<file path="config.mk">
export PLATFORM = sky130hd
export DESIGN_NAME = reg_dest_tracker
export DESIGN_NICKNAME = d
export VERILOG_FILES = /design/src/rtl/mips_regdest_pkg.sv /design/src/rtl/regdest_fifo.sv /design/src/rtl/reg_dest_tracker.sv
export SDC_FILE = /design/constraint.sdc
export NUM_CORES = 1
export LEC_CHECK = 0
export CAP_MARGIN = 20
export CORE_ASPECT_RATIO = 1.1
export CORE_UTILIZATION = 36
export CTS_BUF_LIST = sky130_fd_sc_hd__clkbuf_8
export DETAILED_ROUTE_END_ITERATION = 10
export PLACE_DENSITY = 0.76
export SYNTH_ARGS = -nofsm -noshare
export SYNTH_HDL_FRONTEND = slang
export SYNTH_HIERARCHICAL = 1
export SYNTH_SLANG_ARGS = --single-unit
</file>
<file path="constraint.sdc">
create_clock -name clk -period 2.4 [get_ports clk]
set_input_delay 0.24 -clock clk [delete_from_list [all_inputs] [get_ports clk]]
set_output_delay 0.24 -clock clk [all_outputs]
set_load 0.03 [all_outputs]
</file>
<file path="src/rtl/mips_regdest_pkg.sv">
// Shared definitions for the register-destination tracker.
// Holds the destination-select codes and the fixed MIPS register numbers
// that the select mux can produce.
package mips_regdest_pkg;

    // Destination select codes; 3'b101..3'b111 mean "no destination"
    typedef enum logic [2:0] {
        REGDEST_RT = 3'b000,
        REGDEST_RD = 3'b001,
        REGDEST_SP = 3'b010,
        REGDEST_FP = 3'b011,
        REGDEST_RA = 3'b100
    } regdest_sel_e;

    // Fixed architectural register numbers
    localparam int unsigned REG_ZERO = 0;
    localparam int unsigned REG_SP   = 29;
    localparam int unsigned REG_FP   = 30;
    localparam int unsigned REG_RA   = 31;

endpackage : mips_regdest_pkg

</file>
<file path="src/rtl/regdest_fifo.sv">
// Synchronous FIFO of pending write destinations with per-entry valid bits.
// The caller only asserts i_push/i_pop when legal: i_pop never on empty,
// i_push on full only together with i_pop.
// Ports:
//   clk, reset      clock, synchronous active-high reset
//   i_push, i_din   write i_din at the tail
//   i_pop           remove the head
//   o_head          registered head entry (0 when empty)
//   o_head_valid    FIFO non-empty
//   o_full          count == DEPTH
//   o_count         number of stored entries
//   o_valid         per-slot valid bits
//   o_entries       per-slot stored data
module regdest_fifo #(
    parameter  int unsigned DATA_W = 5,
    parameter  int unsigned DEPTH  = 2,
    localparam int unsigned PTR_W  = $clog2(DEPTH),
    localparam int unsigned CNT_W  = $clog2(DEPTH + 1)
) (
    input  logic                         clk,
    input  logic                         reset,
    input  logic                         i_push,
    input  logic                         i_pop,
    input  logic [DATA_W-1:0]            i_din,
    output logic [DATA_W-1:0]            o_head,
    output logic                         o_head_valid,
    output logic                         o_full,
    output logic [CNT_W-1:0]             o_count,
    output logic [DEPTH-1:0]             o_valid,
    output logic [DEPTH-1:0][DATA_W-1:0] o_entries
);

    logic [PTR_W-1:0]             r_rd_ptr;
    logic [PTR_W-1:0]             r_wr_ptr;
    logic [CNT_W-1:0]             r_count;
    logic [DEPTH-1:0]             r_valid;
    logic [DEPTH-1:0][DATA_W-1:0] r_mem;
    logic [DATA_W-1:0]            r_head;
    logic                         r_head_valid;
    logic                         r_full;

    logic [PTR_W-1:0]             w_rd_ptr_next;
    logic [PTR_W-1:0]             w_wr_ptr_next;
    logic [CNT_W-1:0]             w_count_next;
    logic [DEPTH-1:0]             w_valid_next;
    logic [DEPTH-1:0][DATA_W-1:0] w_mem_next;
    logic [DATA_W-1:0]            w_head_next;

    // Next-state: pop clears the head slot first, so a full push+pop that
    // lands on the same slot leaves it valid with the new data.
    always_comb begin
        w_rd_ptr_next = r_rd_ptr;
        w_wr_ptr_next = r_wr_ptr;
        w_count_next  = r_count;
        w_valid_next  = r_valid;
        w_mem_next    = r_mem;

        if (i_pop) begin
            w_valid_next[r_rd_ptr] = 1'b0;
            w_rd_ptr_next          = r_rd_ptr + PTR_W'(1);
        end
        if (i_push) begin
            w_valid_next[r_wr_ptr] = 1'b1;
            w_mem_next[r_wr_ptr]   = i_din;
            w_wr_ptr_next          = r_wr_ptr + PTR_W'(1);
        end

        case ({i_push, i_pop})
            2'b10:   w_count_next = r_count + CNT_W'(1);
            2'b01:   w_count_next = r_count - CNT_W'(1);
            default: w_count_next = r_count;
        endcase

        // Head output is precomputed so it is a plain register
        w_head_next = w_valid_next[w_rd_ptr_next] ? w_mem_next[w_rd_ptr_next] : '0;
    end

    // State registers
    always_ff @(posedge clk) begin
        if (reset) begin
            r_rd_ptr     <= '0;
            r_wr_ptr     <= '0;
            r_count      <= '0;
            r_valid      <= '0;
            r_mem        <= '0;
            r_head       <= '0;
            r_head_valid <= 1'b0;
            r_full       <= 1'b0;
        end else begin
            r_rd_ptr     <= w_rd_ptr_next;
            r_wr_ptr     <= w_wr_ptr_next;
            r_count      <= w_count_next;
            r_valid      <= w_valid_next;
            r_mem        <= w_mem_next;
            r_head       <= w_head_next;
            r_head_valid <= (w_count_next != '0);
            r_full       <= (w_count_next == CNT_W'(DEPTH));
        end
    end

    assign o_head       = r_head;
    assign o_head_valid = r_head_valid;
    assign o_full       = r_full;
    assign o_count      = r_count;
    assign o_valid      = r_valid;
    assign o_entries    = r_mem;

endmodule : regdest_fifo

</file>
<file path="src/rtl/reg_dest_tracker.sv">
// Register-destination tracker for the multicycle MIPS datapath.
// Selects the write destination (RT, RD, SP, FP, RA), queues destinations of
// in-flight instructions and presents the oldest to the register file, while
// flagging RAW hazards of two source operands against all pending entries.
// Ports:
//   clk, reset        clock, synchronous active-high reset
//   seletor_regdest   destination select code
//   RT, RD            instruction register fields
//   issue             capture the selected destination
//   wb_done           oldest destination written back
//   src_a, src_b      source operands for hazard compare
//   regDest_output    oldest pending destination (0 when empty)
//   dest_valid        regDest_output valid
//   hazard_a/b        combinational: source matches a pending destination
//   full              pending_count == MAX_PENDING
//   pending_count     number of in-flight destinations
//   err               sticky overflow/underflow flag
module reg_dest_tracker
    import mips_regdest_pkg::*;
#(
    parameter  int unsigned REG_ADDR_W  = 5,
    parameter  int unsigned MAX_PENDING = 2,
    localparam int unsigned CNT_W       = $clog2(MAX_PENDING + 1)
) (
    input  logic                  clk,
    input  logic                  reset,
    input  logic [2:0]            seletor_regdest,
    input  logic [REG_ADDR_W-1:0] RT,
    input  logic [REG_ADDR_W-1:0] RD,
    input  logic                  issue,
    input  logic                  wb_done,
    input  logic [REG_ADDR_W-1:0] src_a,
    input  logic [REG_ADDR_W-1:0] src_b,
    output logic [REG_ADDR_W-1:0] regDest_output,
    output logic                  dest_valid,
    output logic                  hazard_a,
    output logic                  hazard_b,
    output logic                  full,
    output logic [CNT_W-1:0]      pending_count,
    output logic                  err
);

    logic [REG_ADDR_W-1:0]                  w_sel_dest;
    logic                                   w_sel_some;
    logic                                   w_push_req;
    logic                                   w_empty;
    logic                                   w_push;
    logic                                   w_pop;
    logic                                   w_overflow;
    logic                                   w_underflow;
    logic                                   w_full;
    logic [CNT_W-1:0]                       w_count;
    logic [MAX_PENDING-1:0]                 w_valid;
    logic [MAX_PENDING-1:0][REG_ADDR_W-1:0] w_entries;
    logic                                   r_err;

    // Destination select mux
    always_comb begin
        w_sel_dest = '0;
        w_sel_some = 1'b1;
        case (seletor_regdest)
            REGDEST_RT: w_sel_dest = RT;
            REGDEST_RD: w_sel_dest = RD;
            REGDEST_SP: w_sel_dest = REG_ADDR_W'(REG_SP);
            REGDEST_FP: w_sel_dest = REG_ADDR_W'(REG_FP);
            REGDEST_RA: w_sel_dest = REG_ADDR_W'(REG_RA);
            default:    w_sel_some = 1'b0;
        endcase
    end

    // Writes to $zero are discarded silently, never queued
    assign w_push_req  = issue && w_sel_some && (w_sel_dest != REG_ADDR_W'(REG_ZERO));
    assign w_empty     = (w_count == '0);
    assign w_pop       = wb_done && !w_empty;
    assign w_push      = w_push_req && (!w_full || w_pop);
    assign w_overflow  = w_push_req && w_full && !wb_done;
    assign w_underflow = wb_done && w_empty;

    regdest_fifo #(
        .DATA_W (REG_ADDR_W),
        .DEPTH  (MAX_PENDING)
    ) u_fifo (
        .clk          (clk),
        .reset        (reset),
        .i_push       (w_push),
        .i_pop        (w_pop),
        .i_din        (w_sel_dest),
        .o_head       (regDest_output),
        .o_head_valid (dest_valid),
        .o_full       (w_full),
        .o_count      (w_count),
        .o_valid      (w_valid),
        .o_entries    (w_entries)
    );

    // Sticky error flag
    always_ff @(posedge clk) begin
        if (reset) begin
            r_err <= 1'b0;
        end else if (w_overflow || w_underflow) begin
            r_err <= 1'b1;
        end
    end

    // RAW compare against entries valid this cycle; $zero never conflicts
    always_comb begin
        hazard_a = 1'b0;
        hazard_b = 1'b0;
        for (int i = 0; i < int'(MAX_PENDING); i++) begin
            if (w_valid[i] && (src_a != '0) && (w_entries[i] == src_a)) begin
                hazard_a = 1'b1;
            end
            if (w_valid[i] && (src_b != '0) && (w_entries[i] == src_b)) begin
                hazard_b = 1'b1;
            end
        end
    end

    assign full          = w_full;
    assign pending_count = w_count;
    assign err           = r_err;

endmodule : reg_dest_tracker

</file>
==> flow_summary.json <==
{
  "slew_headroom_pct": 68.63,
  "slowest_delay_ns": 0.39,
  "antenna_cells": 0,
  "fmax_mhz": 447.5,
  "post-route-period-util_pct": 93.11,
  "clock_latency_ns": 0.26,
  "status": "finished, final reports clean",
  "htreeDepth": 1,
  "netlist_area_um2": 1330,
  "synth_seq_cells": 24,
  "antenna_found_initial": 0,
  "nets": 234,
  "power_density_nw_per_um2": 662.2,
  "synth_flop_cell": "dfxtp_1",
  "clkTransAtPathRegs_ns": 0.07,
  "syn_inst": 150,
  "preCtsSetupSlack_ns": -0.3674,
  "syn2layout_area_growth_pct": 45.06,
  "cp.buffers_inverters": 2,
  "wire_per_inst_um": 11.94,
  "portBuffers": 38,
  "setup_tns_ns": 0,
  "yosysMostFrequentCell": "dfxtp_1",
  "synth_simple_gate_area_share_pct": 20.23,
  "finalHoldViolations": 0,
  "ys_types": 40,
  "overflow": 0,
  "clockRootBuffer": "clkbuf_8",
  "synth-seq-area-share_pct": 36.12,
  "coreArea_um2": 3441,
  "drive_above_1_share_pct": 15.69,
  "syn_nets": 178,
  "setup_viol": 0,
  "crit_family": "simple AND/OR/NAND/NOR gates",
  "drt-vias-per-instance": 4.849,
  "synth_compound_area_share_pct": 15.05,
  "cp-start-kind": "input pin",
  "ir_worst_vdd_mv": 0.4948,
  "synth_top_cell_by_area": "dfxtp_1",
  "crit_required_ns": 2.58,
  "drv_cap": 0,
  "clock_sinks": 24,
  "die_x_um": 59.96,
  "end_kind": "flop",
  "drt-initial-drc-count": 26,
  "die_h_um": 65.75,
  "synth_top_area_share_pct": 36.12,
  "cts_tree": "built",
  "ys_top_cells_by_count": "dfxtp_1 (24), nor2_1 (18), xor2_1 (16)",
  "ios": 39,
  "die_area_um2": 3942,
  "crit_arrival_ns": 2.42,
  "synth_mux_area_share_pct": 7.526,
  "rows": 22,
  "wirelength_mm": 3.008,
  "final_max_slew_viol_count": 0,
  "clock_path_buffers": 2,
  "firstDrtPassIters": 4,
  "ys_warn_count": 6,
  "hold_path.class": "flop to flop",
  "num_vias": 1222,
  "grt_pass1_vias": 1162,
  "min_period_ns": 2.235,
  "synth_top_family_by_area": "simple AND/OR/NAND/NOR gates",
  "crit_chain": "clkdlybuf4s50_1 -> nor2b_1 -> a2111oi_2 -> and3_4 -> a31oi_1 -> inv_1 -> ha_1 -> or3_4 -> a211oi_2",
  "synthTopCellsByArea": "dfxtp_1 (36%), xor2_1 (11%), mux2i_1 (7.5%), xnor2_1 (5.3%), nor2_1 (5.1%)",
  "cts_hold_buf": 0,
  "leakage_nw": 0.8427,
  "worst_pin_slew_ns": 0.4691,
  "grt_max_degree": 13,
  "synth_xor_area_share_pct": 15.80,
  "gp_congestion": 0.8279,
  "cp_max_fo": 2,
  "start_util_pct": 38.65,
  "synth_edf_count": 0,
  "critPathSlowestCell": "clkdlybuf4s50_1",
  "fin_skew_ns": 0.001671,
  "final_util_pct": 56.07,
  "synth-adder-area-share_pct": 0.9407,
  "drc": 0,
  "rsz0062_at_grt": "false",
  "grt_util_all_layers_pct": 16.53,
  "dp_hpwl_mm": 2.382,
  "syn_area_per_cell_um2": 8.867,
  "ant_nets": 0,
  "async_reset_ff_share_pct": 0,
  "cts_buffers": 3,
  "grt_pass1_wl_mm": 4.905,
  "setup_ws_ns": 0.1654,
  "critical_path_class": "input pin to flop"
}
==> repair_timing <==
item,4_1_cts,5_1_grt
setup endpoints to repair,3,4
pin swaps,1,0
setup buffers,0,0
gates cloned,0,0
gates resized for setup,4,3
endpoints found under the hold margin,0,0
==> cells in the final DEF (no fill, tap or decap), drive strengths merged, types with 8 or more instances in the layout <==
master         count
clkdlybuf4s50     33
dfxtp             24
nor2              19
buf               17
xor2              16
mux2i             10
a21oi             10
inv                8
xnor2              8
==> where the power goes <==
| part | internal (mW) | total (mW) | switching [mW] |
|---|---|---|---|
| clock | 0.112 | 0.225 | 0.113 |
| sequential | 0.459 | 0.519 | 0.0600 |
| combinational | 0.273 | 0.533 | 0.260 |
==> final timing paths <==
| check | from | end | slack [ns] | cells past startpoint |
|---|---|---|---|---|
| worst max-delay path | RT[3] | u_fifo/o_full | 0.17 | 9 |
| worst min-delay path | u_fifo/r_wr_ptr | u_fifo/r_wr_ptr | 0.51 | 2 |
| worst max register to register | u_fifo/o_count[0] | u_fifo/o_full | 0.41 | 9 |
| worst min register to register | u_fifo/r_wr_ptr | u_fifo/r_wr_ptr | 0.51 | 2 |
==> worst register-to-register path, stage by stage (launching register included) <==
cell      delay [ns]
dfxtp_2         0.40
nor2_1          0.07
nor2b_1         0.15
o211ai_1        0.11
a31oi_1         0.19
inv_1           0.08
ha_1            0.23
xnor2_1         0.15
or3_4           0.34
a211oi_2        0.20
==> metrics by stage <==
step	hold slack, ns	area, µm²	total power [mW]	instances
after floorplan	0.3024	1333	0.8362	150
after global placement	0.4937	1877	1.054	249
after detailed placement	0.4959	1877	1.062	249
after CTS	0.5069	1919	1.289	252
after global routing	0.5291	1929	1.365	252
final	0.5095	1929	1.278	252
==> layer usage <==
| layer | up-vias | wire length (µm) | track usage (%) |
|---|---|---|---|
| li1 | 637 | - | - |
| met1 | 558 | 1461 | 20.31 |
| met2 | 25 | 1428 | 28.61 |
| met3 | 2 | 109 | 4.134 |
| met4 | 0 | 8 | 3.488 |
| met5 | - | 0 | 0 |
==> flip-flops by register name, indices dropped and copies added, names as in the netlist <==
register             count
u_fifo/o_head_valid      1
u_fifo/r_wr_ptr          1
u_fifo/o_valid           2
err                      1
u_fifo/o_count           2
u_fifo/r_rd_ptr          1
u_fifo/o_entries        10
u_fifo/o_full            1
u_fifo/o_head            5
==> final cells by class <==
cell class                 instances  area [µm²]
tap                               48       60.06
inverter                           9       33.78
timing repair buffer              55       509.2
fill                             310        1511
multi-input combinational        113       802.0
clock buffer                       3       41.29
sequential                        24       483.0
==> cells by family (layout without fill, tap and decap cells) <==
kind of cell / after synthesis / count (layout)
and+or+nand+nor: 49 / 49
AOI/OAI and AO/OA: 29 / 29
xor gates and xnor gates: 24 / 24
DFF: 24 / 24
buffers and inverters: 13 / 67
muxes: 10 / 10
adders and majority gates: 1 / 1
Note: power is estimated with default switching activity, not from simulation.
